### src/rtl/dmem_arbiter_if.sv
// Requester-side handshake port and data_mem-side bus used by dmem_arbiter.
// The arbiter takes the slave end of each requester port and the master end of the memory bus.
interface dmem_port_if #(parameter int DATA_W = 64);
    logic              req;
    logic              we;
    logic [DATA_W-1:0] addr;
    logic [DATA_W-1:0] wdata;
    logic [DATA_W-1:0] rdata;
    logic              ack;
    logic              err;

    modport master (output req, we, addr, wdata, input rdata, ack, err);
    modport slave  (input req, we, addr, wdata, output rdata, ack, err);
endinterface

interface dmem_bus_if #(parameter int DATA_W = 64);
    logic [DATA_W-1:0] address;
    logic [DATA_W-1:0] wrt_data;
    logic [DATA_W-1:0] read_data;
    logic              write;
    logic              read;

    modport master (output address, wrt_data, write, read, input read_data);
    modport slave  (input address, wrt_data, write, read, output read_data);
endinterface

### src/rtl/dmem_arbiter.sv
// Round-robin two-port arbiter and sequencer in front of the single-ported data_mem.
// One access at a time: IDLE -> ISSUE -> (WAIT) -> RESP, or IDLE -> RESP for rejected accesses.
module dmem_arbiter #(
    parameter int DATA_W    = 64,
    parameter int MEM_BYTES = 1024,
    parameter int READ_LAT  = 1
) (
    input  logic         clk,
    input  logic         reset,
    dmem_port_if.slave   a,
    dmem_port_if.slave   b,
    dmem_bus_if.master   mem,
    output logic         busy
);

    localparam logic [1:0] S_IDLE  = 2'd0;
    localparam logic [1:0] S_ISSUE = 2'd1;
    localparam logic [1:0] S_WAIT  = 2'd2;
    localparam logic [1:0] S_RESP  = 2'd3;

    localparam logic GRANT_A = 1'b0;
    localparam logic GRANT_B = 1'b1;

    logic [1:0]        state;
    logic              grant;
    logic              last_grant;
    logic              we_q;
    logic              err_q;
    logic [DATA_W-1:0] addr_q;
    logic [DATA_W-1:0] wdata_q;
    logic [DATA_W-1:0] a_rdata_q;
    logic [DATA_W-1:0] b_rdata_q;
    logic [2:0]        wait_cnt;

    // Winner selection: a lone requester wins; on a tie the port not granted last time wins.
    logic              pick_b;
    logic              sel_we;
    logic [DATA_W-1:0] sel_addr;
    logic [DATA_W-1:0] sel_wdata;
    logic              sel_err;

    always_comb begin
        pick_b    = b.req && (!a.req || (last_grant == GRANT_A));
        sel_we    = pick_b ? b.we    : a.we;
        sel_addr  = pick_b ? b.addr  : a.addr;
        sel_wdata = pick_b ? b.wdata : a.wdata;
        sel_err   = (sel_addr[2:0] != 3'd0) || (sel_addr >= DATA_W'(MEM_BYTES));
    end

    // NOTE: state registers use non-blocking assignments so every flop samples pre-edge values.
    always_ff @(posedge clk or posedge reset) begin
        if (reset) begin
            state      <= S_IDLE;
            grant      <= GRANT_A;
            last_grant <= GRANT_B;
            we_q       <= 1'b0;
            err_q      <= 1'b0;
            addr_q     <= '0;
            wdata_q    <= '0;
            a_rdata_q  <= '0;
            b_rdata_q  <= '0;
            wait_cnt   <= 3'd0;
        end else begin
            case (state)
                S_IDLE: begin
                    if (a.req || b.req) begin
                        grant      <= pick_b;
                        last_grant <= pick_b;
                        we_q       <= sel_we;
                        addr_q     <= sel_addr;
                        wdata_q    <= sel_wdata;
                        err_q      <= sel_err;
                        state      <= sel_err ? S_RESP : S_ISSUE;
                    end
                end
                S_ISSUE: begin
                    if (we_q) begin
                        state <= S_RESP;
                    end else begin
                        wait_cnt <= 3'(READ_LAT);
                        state    <= S_WAIT;
                    end
                end
                S_WAIT: begin
                    wait_cnt <= wait_cnt - 3'd1;
                    if (wait_cnt == 3'd1) begin
                        if (grant == GRANT_B) b_rdata_q <= mem.read_data;
                        else                  a_rdata_q <= mem.read_data;
                        state <= S_RESP;
                    end
                end
                default: state <= S_IDLE;
            endcase
        end
    end

    // Strobes and acks decode straight from state so reset clears them immediately.
    assign mem.address  = addr_q;
    assign mem.wrt_data = wdata_q;
    assign mem.write    = (state == S_ISSUE) &&  we_q;
    assign mem.read     = (state == S_ISSUE) && !we_q;

    assign a.ack   = (state == S_RESP) && (grant == GRANT_A);
    assign b.ack   = (state == S_RESP) && (grant == GRANT_B);
    assign a.err   = a.ack && err_q;
    assign b.err   = b.ack && err_q;
    assign a.rdata = a_rdata_q;
    assign b.rdata = b_rdata_q;

    assign busy = (state != S_IDLE);

endmodule

### src/flat_wrapper.sv
// flat-port wrapper written by rule: the top's interface ports become plain ports
module dmem_arbiter_flat 
#(
    parameter int DATA_W    = 64,
    parameter int MEM_BYTES = 1024,
    parameter int READ_LAT  = 1
)
  (clk, reset, busy, a_req, a_we, a_addr, a_wdata, a_rdata, a_ack, a_err, b_req, b_we, b_addr, b_wdata, b_rdata, b_ack, b_err, mem_address, mem_wrt_data, mem_write, mem_read, mem_read_data);
  dmem_port_if #(.DATA_W(DATA_W)) a_i ();
  dmem_port_if #(.DATA_W(DATA_W)) b_i ();
  dmem_bus_if #(.DATA_W(DATA_W)) mem_i ();
  input  logic clk;
  input  logic reset;
  output logic busy;
  input wire logic [$bits(a_i.req)-1:0] a_req;
  input wire logic [$bits(a_i.we)-1:0] a_we;
  input wire logic [$bits(a_i.addr)-1:0] a_addr;
  input wire logic [$bits(a_i.wdata)-1:0] a_wdata;
  output wire logic [$bits(a_i.rdata)-1:0] a_rdata;
  output wire logic [$bits(a_i.ack)-1:0] a_ack;
  output wire logic [$bits(a_i.err)-1:0] a_err;
  input wire logic [$bits(b_i.req)-1:0] b_req;
  input wire logic [$bits(b_i.we)-1:0] b_we;
  input wire logic [$bits(b_i.addr)-1:0] b_addr;
  input wire logic [$bits(b_i.wdata)-1:0] b_wdata;
  output wire logic [$bits(b_i.rdata)-1:0] b_rdata;
  output wire logic [$bits(b_i.ack)-1:0] b_ack;
  output wire logic [$bits(b_i.err)-1:0] b_err;
  output wire logic [$bits(mem_i.address)-1:0] mem_address;
  output wire logic [$bits(mem_i.wrt_data)-1:0] mem_wrt_data;
  output wire logic [$bits(mem_i.write)-1:0] mem_write;
  output wire logic [$bits(mem_i.read)-1:0] mem_read;
  input wire logic [$bits(mem_i.read_data)-1:0] mem_read_data;
  assign a_i.req = a_req;
  assign a_i.we = a_we;
  assign a_i.addr = a_addr;
  assign a_i.wdata = a_wdata;
  assign a_rdata = a_i.rdata;
  assign a_ack = a_i.ack;
  assign a_err = a_i.err;
  assign b_i.req = b_req;
  assign b_i.we = b_we;
  assign b_i.addr = b_addr;
  assign b_i.wdata = b_wdata;
  assign b_rdata = b_i.rdata;
  assign b_ack = b_i.ack;
  assign b_err = b_i.err;
  assign mem_address = mem_i.address;
  assign mem_wrt_data = mem_i.wrt_data;
  assign mem_write = mem_i.write;
  assign mem_read = mem_i.read;
  assign mem_i.read_data = mem_read_data;
  dmem_arbiter #(.DATA_W(DATA_W), .MEM_BYTES(MEM_BYTES), .READ_LAT(READ_LAT)) u_core (.clk(clk), .reset(reset), .a(a_i), .b(b_i), .mem(mem_i), .busy(busy));
endmodule
### config.mk
export PLATFORM = sky130hd
export DESIGN_NAME = dmem_arbiter_flat
export DESIGN_NICKNAME = d
export VERILOG_FILES = /design/src/rtl/dmem_arbiter_if.sv /design/src/rtl/dmem_arbiter.sv /design/src/flat_wrapper.sv
export SDC_FILE = /design/constraint.sdc
export NUM_CORES = 1
export LEC_CHECK = 0
export ABC_AREA = 1
export CORE_AREA = 2 2 230 232
export DETAILED_ROUTE_END_ITERATION = 6
export DIE_AREA = 0 0 232 234
export SLEW_MARGIN = 20
export SYNTH_ARGS = -nofsm -noshare
export SYNTH_HDL_FRONTEND = slang
export SYNTH_SLANG_ARGS = --single-unit
### constraint.sdc
create_clock -name clk -period 11.4 [get_ports clk]
set_input_delay 2.85 -clock clk [delete_from_list [all_inputs] [get_ports clk]]
set_output_delay 2.85 -clock clk [all_outputs]
set_load 0.01 [all_outputs]
==> flow_summary.ini <==
[status]
status = finished clean

[place]
port-buffer-count = 588
hpwl_mm = 32.9
post_dp_cell_area_um2 = 18200
place_congestion = 0.907
dp_slack_ns = 4.66

[global_routing]
wire_length_of_the_first_global_routing_pass_mm = 67.4
number_of_antenna_violations_at_the_first_check_in_global_routing = 5
gr-usage-all-layers_pct = 16.0
grt_pass1_vias = 11500
grt_start_max_net_pins = 160
gr_overflow_total = 0

[sta]
totalNegativeSetupSlack_ns = 0
maxClockFrequency_mhz = 163
final_max_slew_viols = 0
finalSetupViolations = 0
min_period_over_period_pct = 53.7
setup_ws_ns = 5.28
tightestPinTransition_ns = 1.03
grt_setup_unrepaired = no
hold_viol_final = 0
final.setup_skew_ns = 0.00967
max-slew-margin-rel_pct = 31.6
clock_period_minus_worst_slack_ns = 6.12

[worst_hold_path]
worst_hold_path.num_cells = 2
min_to = u_core.a.rdata[29]
hold_start = u_core.a.rdata[29]
hold_class = reg -> reg

[setup_path]
critical_path.startpoint = a_req
worstSetupStartpointType = input pin
critical_path.cell_chain = clkdlybuf4s50_1, nand2_2, buf_4, nand2_4, buf_4, inv_2, buf_4, nand2_1, nand2_1, nor2_1, nand2_1, nor2_1, nor2_1, nand3_1, nand2_1, o21ai_0
worst-r2r-setup-slack_ns = 7.67
type_of_element_capturing_the_critical_path = flip-flop
criticalPathCategory = in -> reg
critical-path-max-stage-delay_ns = 0.58
worstPathRequired_ns = 11.76
reg2reg_to = u_core.err_q
most_frequent_cell_on_the_critical_path = nand2_1
r2r-start = u_core.last_grant
worst-path-max-fanout = 80
worst_path_max_delay_cell = buf_4
worstPathArrival_ns = 6.49
timing.reg2reg.worst_path_depth = 14

[job]
max-cap-violations = 0

[logic_synthesis]
synth.largest_area_cell = dfrtp_1
synth_area_leaders = dfrtp_1, o21ai_0, nand2_1
yosys_register_bits = 265
synth.most_common_cell = nand2_1
portion_of_synthesized_cell_area_occupied_by_the_leading_cell_type_pct = 56.6
synth.net_count = 1737
post_synth_num_cell_types = 24
postSynthAreaPerCell_um2 = 8.31
synthTopCellsByCount = nand2_1, o21ai_0, dfrtp_1
combined_area_of_all_synthesized_cells_um2 = 11700
synth_enable_flop_cells = 0
ys_async_sr_fraction_pct = 100
synthFlopType = dfrtp_1
netlist_instances = 1404
synth.yosys.seq_area_share_pct = 56.8
synth-warning-count = 0

[cts]
clk_pin_slew_worst_paths_ns = 0.05
total_clock_buffers_created_by_cts = 34
postCtsHoldBufs = 0
numClockSinks = 265
cts_htree_levels = 2
cts_buffer_depth = 3
tritoncts = built
worst_skew_pair.late_latency_ns = 0.53
clock_tree_root_driver_cell = clkbuf_16
postCtsResizedCells = 0
post_cts_buffers = 0

[routing]
drt-vias-per-instance = 4.33
avgRoutedWirePerCell_um = 17.0
totalWireLength_mm = 45.2
drt.antenna.violating_nets = 0
vias = 11500
drc = 0
drt_first_pass_iters = 6
drt_iter0_drc = 722

[cells_and_area]
area_of_the_multi_input_gates_um2 = 4180
fill_cells = 5346
area_growth_pct = 65.0
layout-drive-gt1-share_pct = 3.81
final_area_um2 = 19300
layout.nets = 2283
layout.core_utilization_pct = 37.0
area.sequential_um2 = 6630

[pwr]
pwr-share-clk_pct = 20.7
power.static_leakage_nw = 8.74
power_mw = 5.07
combinationalPowerShare_pct = 45.5
sequential_power_share_pct = 33.7
switching_share_pct = 36.2
max-vdd-ir-drop_mv = 0.111
powerDensity_nw_per_um2 = 263
p_int_mw = 3.23
power.net_switching_mw = 1.84

[die]
top_level_ports = 589
fp.dieW_um = 232
fp.dieArea_um2 = 54300
floorplan.core_area_um2 = 52000
initial_util_pct = 22.4
die_h_um = 234
number_of_core_rows = 84
## critical path: cells and delay by family
kind / cells / cell delay (ns)
AO/OA/AOI/OAI: 1 / 0.09
AND/OR/NAND/NOR: 10 / 1.34
buffers and inverters: 5 / 2.12
## layer usage
layer | GRT usage [%] | wire (um)
met5 | 0 | 12
met4 | 6.51 | 1690
met3 | 4.15 | 3240
met2 | 26.7 | 21900
met1 | 19.7 | 18400
## logic make-up (layout without fill, tap and decap cells)
group                      after synthesis  in the layout  synth area share, %
buffers and inverters                  219            786                 7.76
AOI/OAI and AO/OA                      350            350                 15.2
and+or+nand+nor                        562            562                 19.4
other                                    0              2                    0
xor gates and xnor gates                 1              1               0.0750
DFF                                    265            265                 56.8
adders and majority gates                7              7                0.750
## power groups by stage
stage                     logic, mW  clock network [mW]  registers (mW)
after CTS                      2.35                1.09            1.71
after global placement         2.31                   0            1.70
final                          2.31                1.05            1.71
after floorplan               0.745                   0            1.90
after global routing           2.53                1.13            1.77
after detailed placement       2.34                   0            1.72
## state kept, by name (all words and copies together), names as in the netlist
register,flops
u_core.a.rdata,64
u_core.wait_cnt,3
u_core.we_q,1
u_core.b.rdata,64
u_core.state,2
u_core.last_grant,1
u_core.err_q,1
u_core.grant,1
u_core.mem.wrt_data,64
u_core.mem.address,64
## worst max path at each step
stage | cells after the start | slack (ns) | end
finish | 16 | 5.28 | u_core.err_q
global route | 16 | 4.84 | u_core.err_q
CTS | 16 | 5.23 | u_core.err_q
detailed placement | 18 | 4.66 | u_core.state[1]
global placement | 18 | 4.65 | u_core.state[1]
floorplan | 1 | 1.25 | u_core.a.rdata[0]
## cell type report
cell class / instances / area share (%)
Clock inverter: 10 / 0.507
Multi-Input combinational cell: 920 / 21.7
Timing Repair Buffer: 598 / 31.1
Inverter: 131 / 2.59
Tap cell: 688 / 4.47
Sequential cell: 265 / 34.4
Antenna cell: 2 / 0.0260
Clock buffer: 47 / 5.15
## cells in the final DEF, fill, tap and decap left out, types with 2 or more instances in the layout
cell	instances
inv_1	128
nand3_4	2
nand3_1	21
ha_1	7
o22ai_1	2
inv_2	2
diode_2	2
a21oi_1	2
o21ai_0	314
clkbuf_8	7
dfrtp_1	264
nand2_1	394
clkbuf_1	5
clkinv_2	6
clkdlybuf4s50_1	587
buf_4	7
nor2_1	109
nand3b_1	29
o21ai_1	17
a31oi_1	14
or2_2	3
clkbuf_16	35
## through the flow
step	hold slack (ns)	std cells
after detailed placement	0.472	2602
final	0.480	2661
after floorplan	0.450	1404
after CTS	0.486	2659
after global routing	0.502	2660
after global placement	0.466	2601
Power figures use the tool's default switching activity.
